### config.mk
export PLATFORM = sky130hd
export DESIGN_NAME = piso_serializer
export DESIGN_NICKNAME = d
export VERILOG_FILES = /design/src/rtl/piso_pkg.sv /design/src/rtl/piso_bit_counter.sv /design/src/rtl/piso_serializer.sv
export SDC_FILE = /design/constraint.sdc
export NUM_CORES = 1
export LEC_CHECK = 0
export ABC_AREA = 1
export BUFFER_PORTS_ARGS = -buffer_cell sky130_fd_sc_hd__buf_4
export CAP_MARGIN = 15
export CORE_AREA = 5 5 42 44
export CTS_CLUSTER_DIAMETER = 30
export CTS_CLUSTER_SIZE = 40
export DETAILED_ROUTE_END_ITERATION = 7
export DIE_AREA = 0 0 47 49
export PLACE_DENSITY_LB_ADDON = 0.15
export SKIP_LAST_GASP = 1
export SLEW_MARGIN = 20
export SYNTH_ARGS = -nofsm -noshare
export SYNTH_HDL_FRONTEND = slang
export SYNTH_SLANG_ARGS = --single-unit
### constraint.sdc
create_clock -name clk -period 3.65 [get_ports clk]
set_input_delay 0.365 -clock clk [delete_from_list [all_inputs] [get_ports clk]]
set_output_delay 0.365 -clock clk [all_outputs]
set_load 0.01 [all_outputs]
### src/rtl/piso_pkg.sv
// piso_pkg: shared state encoding and limits for the PISO serializer
package piso_pkg;

    typedef enum logic [1:0] {PISO_IDLE, PISO_SHIFT, PISO_PARITY} piso_state_t;

    localparam int PISO_MIN_WIDTH = 2;

endpackage

### src/rtl/piso_bit_counter.sv
// piso_bit_counter: counts displayed bits of the current word and flags the last data bit
module piso_bit_counter
    import piso_pkg::*;
#(
    parameter int WIDTH = 4
) (
    input  logic                       clk,
    input  logic                       rst_n,
    input  logic                       clr,
    input  logic                       inc,
    output logic [$clog2(WIDTH+1)-1:0] cnt,
    output logic                       is_last
);

    localparam int CW = $clog2(WIDTH + 1);
    localparam logic [CW-1:0] LAST = CW'(WIDTH - 1);

    // Clear has priority so a new word always starts counting from bit 0
    always_ff @(posedge clk or negedge rst_n) begin
        if (!rst_n)
            cnt <= '0;
        else if (clr)
            cnt <= '0;
        else if (inc)
            cnt <= cnt + CW'(1);
    end

    assign is_last = cnt == LAST;

endmodule

### src/rtl/piso_serializer.sv
// piso_serializer: parallel-in/serial-out shifter with valid/ready load and shift_en bit pacing.
// Define PISO_PARITY_EN to append an even-parity bit after the data bits of every word.
module piso_serializer
    import piso_pkg::*;
#(
    parameter int   WIDTH      = 4,
    parameter bit   MSB_FIRST  = 1'b1,
    parameter logic IDLE_LEVEL = 1'b1
) (
    input  logic             clk,
    input  logic             rst_n,
    input  logic             load_valid,
    output logic             load_ready,
    input  logic [WIDTH-1:0] d_in,
    input  logic             shift_en,
    output logic             serial_out,
    output logic             serial_valid,
    output logic             frame_first,
    output logic             frame_last,
    output logic             busy
);

    localparam int CW = $clog2(WIDTH + 1);
    localparam logic [CW-1:0] PENULT = CW'(WIDTH - 2);
`ifdef PISO_PARITY_EN
    localparam bit PARITY_EN = 1'b1;
`else
    localparam bit PARITY_EN = 1'b0;
`endif

    if (WIDTH < PISO_MIN_WIDTH) begin : g_width_check
        $error("piso_serializer: WIDTH must be at least %0d", PISO_MIN_WIDTH);
    end

    piso_state_t      state;
    logic [WIDTH-1:0] shreg;
    logic [WIDTH-1:0] shreg_nxt;
    logic [CW-1:0]    bit_cnt;
    logic             is_last;
    logic             accept;
    logic             first_bit;
    logic             next_bit;
    logic             cnt_clr;
    logic             cnt_inc;
`ifdef PISO_PARITY_EN
    logic             parity;
`endif

    // Handshake and datapath helpers; ready opens on the strobe that retires the final frame bit so words chain gaplessly
    always_comb begin
        load_ready = rst_n & ((state == PISO_IDLE) | (frame_last & shift_en));
        accept     = load_valid & load_ready;
        shreg_nxt  = MSB_FIRST ? {shreg[WIDTH-2:0], 1'b0} : {1'b0, shreg[WIDTH-1:1]};
        first_bit  = MSB_FIRST ? d_in[WIDTH-1] : d_in[0];
        next_bit   = MSB_FIRST ? shreg[WIDTH-2] : shreg[1];
        cnt_inc    = (state == PISO_SHIFT) & shift_en & ~is_last;
        cnt_clr    = accept | ((state == PISO_SHIFT) & shift_en & is_last);
    end

    assign busy = state != PISO_IDLE;

    piso_bit_counter #(
        .WIDTH(WIDTH)
    ) u_bit_counter (
        .clk    (clk),
        .rst_n  (rst_n),
        .clr    (cnt_clr),
        .inc    (cnt_inc),
        .cnt    (bit_cnt),
        .is_last(is_last)
    );

    // Frame FSM: an accept loads the next word; otherwise each shift_en strobe retires the displayed bit
    always_ff @(posedge clk or negedge rst_n) begin
        if (!rst_n) begin
            state        <= PISO_IDLE;
            shreg        <= '0;
            serial_out   <= IDLE_LEVEL;
            serial_valid <= 1'b0;
            frame_first  <= 1'b0;
            frame_last   <= 1'b0;
`ifdef PISO_PARITY_EN
            parity       <= 1'b0;
`endif
        end else if (accept) begin
            state        <= PISO_SHIFT;
            shreg        <= d_in;
            serial_out   <= first_bit;
            serial_valid <= 1'b1;
            frame_first  <= 1'b1;
            frame_last   <= 1'b0;
`ifdef PISO_PARITY_EN
            parity       <= ^d_in;
`endif
        end else if (shift_en && state == PISO_SHIFT && !is_last) begin
            shreg        <= shreg_nxt;
            serial_out   <= next_bit;
            frame_first  <= 1'b0;
            frame_last   <= !PARITY_EN && (bit_cnt == PENULT);
        end
`ifdef PISO_PARITY_EN
        else if (shift_en && state == PISO_SHIFT) begin
            state        <= PISO_PARITY;
            serial_out   <= parity;
            frame_first  <= 1'b0;
            frame_last   <= 1'b1;
        end
`endif
        else if (shift_en && state != PISO_IDLE) begin
            state        <= PISO_IDLE;
            serial_out   <= IDLE_LEVEL;
            serial_valid <= 1'b0;
            frame_first  <= 1'b0;
            frame_last   <= 1'b0;
        end
    end

endmodule

==> results.sh, run 1 <==
export IMPL_crit_fanout=14
export IMPL_yosysTopAreaCell="dfrtp_1"
export IMPL_ant_nets=0
export IMPL_place_detailed_hpwl_um=840
export IMPL_synthTopCellsByArea="dfrtp_1, nand2_1, ha_1, inv_1, nand3_1"
export IMPL_final_setup_viol_count=0
export IMPL_ios=14
export IMPL_clock_latency_ns=0.27
export IMPL_layout_commonest_cell="nand2_1"
export IMPL_gp_congestion=0.733
export IMPL_ys_seq_area_share_pct=43.9
export IMPL_firstDrtPassIters=4
export IMPL_worst_slack_ns=1.77
export IMPL_synth_top_area_share_pct=39.3
export IMPL_cp_start_kind="primary input"
export IMPL_total_power_w=0.000517
export IMPL_wirelength_mm=1.11
export IMPL_clkPwrFrac_pct=19.6
export IMPL_p_switching_w=0.000197
export IMPL_path_class="primary input to primary output"
export IMPL_dieHeight_um=49
export IMPL_drive_gt1_share_pct=28.7
export IMPL_fin_crit_ns=1.88
export IMPL_start_util_pct=40.9
export IMPL_ys_ff_latch=10
export IMPL_grt_max_degree=15
export IMPL_core_area_sq_um=1400
export IMPL_tightest_slew_ns=0.265
export IMPL_dpl_cell_area_sq_um=672
export IMPL_grt_pass1_vias=446
export IMPL_synthToLayoutAreaGrowth_pct=25.3
export IMPL_fmax_mhz=531
export IMPL_synth_cell_type_count=18
export IMPL_arrival_ns=1.52
export IMPL_synth_warnings=0
export IMPL_hold_class="primary input to flip-flop"
export IMPL_cts_max_level=1
export IMPL_die_area_sq_um=2300
export IMPL_drt_iter0_drc=2
export IMPL_rows=14
export IMPL_antenna_found_initial=0
export IMPL_syn_area_per_cell_sq_um=8.07
export IMPL_pwr_share_comb_pct=42.8
export IMPL_p_seq_share_pct=37.6
export IMPL_fin_tns_setup_ns=0
export IMPL_synthCells=71
export IMPL_p_sw_share_pct=38.2
export IMPL_vias_per_cell=4.65
export IMPL_synth_area_sq_um=573
export IMPL_clkTransAtPathRegs_ns=0.06
export IMPL_skew_ns=0.00480
export IMPL_die_width_um=47
export IMPL_syn_num_nets=82
export IMPL_final_cell_mix="nand2_1, buf_4, inv_1"
export IMPL_antenna_cells=0
export IMPL_cap_violations=0
export IMPL_leakage_nw=0.416
export IMPL_cts_root_buf="clkbuf_4"
export IMPL_dr_total_vias=479
export IMPL_post_drt_wl_per_cell_um=10.8
export IMPL_cts_buffer_depth=2
export IMPL_required_ns=3.28
export IMPL_rsz0062_at_grt="false"
export IMPL_grt_usage_pct=11.6
export IMPL_report_final_hold_viol_count=0
export IMPL_final_area_sq_um=718
export IMPL_finalNetCount=99
export IMPL_grt_pass1_wl_mm=1.86
export IMPL_maxSlewHeadroom_pct=82.3
export IMPL_cellPowerDensity_nw_per_um2=719
export IMPL_place_ws_ns=2.29
export IMPL_irDropWorstVdd_mv=0.315
export IMPL_fin_crit_sh_pct=51.6
export IMPL_critPathCaptureType="primary output"
export IMPL_overflow=0
export IMPL_port_buffers=13
export IMPL_p_int_w=0.000319
export IMPL_drv_slew=0
export IMPL_drc=0
export IMPL_cts_tree="yes"
export IMPL_post_cts_resized=0
export IMPL_cts_num_sinks=10
export IMPL_cts_buffers=3
export IMPL_status="finished clean"
==> state kept, by name, summed over array words and instances, names as in the netlist <==
name	flops
u_bit_counter.cnt	3
frame_first	1
frame_last	1
serial_valid	1
shreg	3
serial_out	1
==> worst paths after layout <==
kind / slack (ns) / start / depth (start not counted) / to
min reg2reg: 0.49 / frame_first$_DFFE_PN0P_ / 2 / frame_first$_DFFE_PN0P_
max reg2reg: 2.36 / u_bit_counter.cnt[1]$_DFFE_PN0P_ / 7 / shreg[1]$_DFFE_PN0P_
max in group asynchronous: 2.94 / rst_n / 2 / serial_out$_DFFE_PN1P_
min in group asynchronous: 0.47 / rst_n / 2 / u_bit_counter.cnt[0]$_DFFE_PN0P_
min: 0.33 / d_in[3] / 3 / serial_out$_DFFE_PN1P_
max: 1.77 / rst_n / 4 / load_ready
==> stage by stage <==
stage               utilization, %  hold WS [ns]  instances
global placement              47.9         0.217         98
detailed placement            47.9         0.220         98
floorplan                        -        0.0694         71
CTS                           51.2         0.329        103
global route                  51.2         0.339        103
finish                        51.2         0.328        103
==> cell usage after synthesis, drive strengths merged <==
| library cell | instances |
|---|---|
| nor2 | 1 |
| ha | 3 |
| o21ai | 3 |
| nand4 | 2 |
| nand2 | 29 |
| buf | 2 |
| inv | 11 |
| dfstp | 1 |
| or2 | 1 |
| nand3 | 8 |
| dfrtp | 9 |
| a21boi | 1 |
==> power groups by stage <==
stage	Combinational (W)	Clock (W)	Sequential, W
floorplan	0.000146	0	0.000200
global placement	0.000221	0	0.000195
detailed placement	0.000224	0	0.000197
CTS	0.000226	0.000103	0.000194
global route	0.000256	0.000108	0.000200
finish	0.000221	0.000101	0.000194
==> critical path, cell delays in order <==
cell and delay [ns]:
dlygate4sd3_1 0.53, buf_4 0.21, a21boi_1 0.25, buf_4 0.16
==> kinds of logic (layout without fill, tap and decap cells) <==
group           after synthesis  count (layout)  synth area share, %
flops                        10              10                 43.9
fa+ha+maj                     3               3                 6.55
compound gates                4               4                 3.93
simple gates                 41              41                 35.2
buf+inv                      13              29                 10.5
==> cell type report <==
cell class	count	area (sq um)
clock buffer	4	36.3
fill	142	683
inverter	11	41.3
multi-input combinational	48	262
sequential	10	251
tap	16	20.0
timing repair buffer	14	108
==> per-layer routing <==
metal | track usage [%] | routed length, um
met3 | 4.80 | 111
met4 | 6.91 | 36
met5 | 0 | 0
met1 | 14.4 | 510
met2 | 16.3 | 451
==> what timing repair did <==
item | in CTS | in global routing
endpoints found under the hold margin | 9 | 0
hold buffers | 1 | 0
setup buffers | 0 | 0
Note: power is estimated with default switching activity, not from simulation.
==> inputs of run 2 (changes only) <==
--- a/config.mk
+++ b/config.mk
@@ -8,11 +8,11 @@
 export ABC_AREA = 1
 export BUFFER_PORTS_ARGS = -buffer_cell sky130_fd_sc_hd__buf_4
 export CAP_MARGIN = 15
-export CORE_AREA = 5 5 42 44
+export CORE_MARGIN = 5
+export CORE_UTILIZATION = 44
 export CTS_CLUSTER_DIAMETER = 30
 export CTS_CLUSTER_SIZE = 40
 export DETAILED_ROUTE_END_ITERATION = 7
-export DIE_AREA = 0 0 47 49
 export PLACE_DENSITY_LB_ADDON = 0.15
 export SKIP_LAST_GASP = 1
 export SLEW_MARGIN = 20
==> constraint.sdc (replaced) <==
create_clock -name clk -period 1.6 [get_ports clk]
set_input_delay 0.16 -clock clk [delete_from_list [all_inputs] [get_ports clk]]
set_output_delay 0.16 -clock clk [all_outputs]
set_load 0.01 [all_outputs]
==> run 2 against run 1 <==
  * Cell count shrank 0.97%
  * Sequential cell count is the same
  * Design area grew 0.35%
  * Global-route usage grew 0.44 points
  * Total power grew 130%
  * Wire length shrank 5.0%
  * Non-clock buffer count is the same
==> results.sh, run 2 (synthesized netlist as in run 1, its figures left out) <==
export IMPL_irDropWorstVdd_mv=0.727
export IMPL_cp_slowest_stage_delay_ns=0.52
export IMPL_clock_latency_ns=0.27
export IMPL_grt_usage_pct=12.1
export IMPL_wl_met1_um=500
export IMPL_dr_total_vias=472
export IMPL_finalNonFillerCells=102
export IMPL_report_final_hold_viol_count=0
export IMPL_drv_slew=0
export IMPL_cellPowerDensity_nw_per_um2=1640
export IMPL_path_class="primary input to primary output"
export IMPL_die_width_um=46.1
export IMPL_leakage_nw=0.416
export IMPL_final_cell_mix="nand2_1, buf_4, inv_1"
export IMPL_maxSlewHeadroom_pct=83.6
export IMPL_grt_max_degree=15
export IMPL_crit_start="rst_n"
export IMPL_rows=13
export IMPL_postCtsSetupBuffers=0
export IMPL_dp_cells=97
export IMPL_post_drt_wl_per_cell_um=10.3
export IMPL_cts_buffer_depth=2
export IMPL_ant_nets=0
export IMPL_total_power_w=0.00118
export IMPL_final_setup_viol_count=0
export IMPL_tightest_slew_ns=0.246
export IMPL_finalNetCount=99
export IMPL_crit_top_cell="buf_4"
export IMPL_critPathCaptureType="primary output"
export IMPL_cp_start_kind="primary input"
export IMPL_top_layer_used="met4"
export IMPL_cap_violations=0
export IMPL_required_ns=1.44
export IMPL_synthToLayoutAreaGrowth_pct=25.8
export IMPL_antenna_cells=0
export IMPL_hold_class="primary input to flip-flop"
export IMPL_critPathBufInv=3
export IMPL_vias_per_cell=4.63
export IMPL_rsz0062_at_grt="false"
export IMPL_clkTransAtPathRegs_ns=0.07
export IMPL_port_buffers=13
export IMPL_slowest_stage="dlygate4sd3_1"
export IMPL_antenna_found_initial=0
export IMPL_cts_buffers=3
export IMPL_arrival_ns=1.27
export IMPL_overflow=0
export IMPL_fin_crit_ns=1.43
export IMPL_top_regs="shreg x3, u_bit_counter.cnt x3"
export IMPL_fin_hold_ws_ns=0.115
export IMPL_crit_fanout=14
export IMPL_dieHeight_um=46.1
export IMPL_ios=14
export IMPL_fmax_mhz=700
export IMPL_place_detailed_hpwl_um=797
export IMPL_met2_length_um=434
export IMPL_status="finished clean"
export IMPL_timing_rr_start="u_bit_counter.cnt[1]$_DFFE_PN0P_"
export IMPL_die_area_sq_um=2120
export IMPL_wl_met3_um=87
export IMPL_drc=0
export IMPL_firstDrtPassIters=2
export IMPL_layout_commonest_cell="nand2_1"
export IMPL_worstHoldStart="d_in[3]"
export IMPL_crit_chain="dlygate4sd3_1, buf_4, a21boi_2, buf_4"
export IMPL_core_area_sq_um=1270
export IMPL_fin_tns_setup_ns=0
export IMPL_skew_ns=0.00605
export IMPL_cts_tree="yes"
export IMPL_wirelength_mm=1.05
export IMPL_cts_max_level=1
export IMPL_crit_family="buffers and inverters"
export IMPL_grt_pass1_vias=415
export IMPL_fin_crit_sh_pct=89.3
export IMPL_drive_gt1_share_pct=29.9
export IMPL_drt_iter0_drc=2
export IMPL_grt_pass1_wl_mm=1.76
export IMPL_gp_congestion=0.774
export IMPL_start_util_pct=45.2
export IMPL_cts_root_buf="clkbuf_4"
export IMPL_cts_num_sinks=10
-- run 2: cell counts in the layout (fill, tap and decap cells not counted) --
No cell type changed its count.
-- run 2: repair_timing --
action                     CTS  global route
hold endpoints to repair    10             0
resized for setup            0             1
setup endpoints to repair    0             1
hold buffers                 1             0
-- run 2: tightest hold or removal path, stage by stage --
cell and delay (ns):
buf_4 0.11, nand3_1 0.07, nand2_1 0.05
-- run 2: cell type report --
| type | instances | area [sq um] |
|---|---|---|
| fillers | 118 | 548 |
| multi-input cells | 48 | 265 |
| flip-flops and latches | 10 | 251 |
| repair buffers | 14 | 108 |
| inverters | 11 | 41.3 |
| clock buffers | 4 | 36.3 |
| well taps | 15 | 18.8 |
-- run 2: power by group --
group / internal, W / leakage, nW / switching, W
Sequential: 0.000368 / 0.125 / 0.0000765
Clock: 0.000138 / 0.0210 / 0.0000949
Combinational: 0.000226 / 0.270 / 0.000281
Total: 0.000732 / 0.416 / 0.000452
-- run 2: metal layers --
metal | vias to the layer above | GRT usage (%)
li1 | 252 | -
met1 | 201 | 16.0
met2 | 14 | 16.5
met3 | 5 | 2.34
met4 | 0 | 10.2
met5 | - | 0
-- run 2: path summary, 6_finish.rpt --
check / to / slack [ns] / cells past startpoint
worst max-delay path: load_ready / 0.17 / 4
worst min-delay path: serial_out$_DFFE_PN1P_ / 0.11 / 3
worst max register to register: frame_last$_DFFE_PN0P_ / 0.32 / 7
worst min register to register: frame_first$_DFFE_PN0P_ / 0.50 / 2
max in group asynchronous: serial_out$_DFFE_PN1P_ / 1.11 / 2
min in group asynchronous: shreg[0]$_DFFE_PN0P_ / 0.26 / 2
-- run 2: through the flow --
| stage | utilization, % | setup WS (ns) | cell area [sq um] |
|---|---|---|---|
| detailed placement | 52.9 | 0.333 | 671 |
| global route | 56.8 | 0.102 | 721 |
| global placement | 52.9 | 0.345 | 671 |
| floorplan | - | 0.408 | 573 |
| CTS | 56.5 | 0.0671 | 717 |
| finish | 56.8 | 0.172 | 721 |
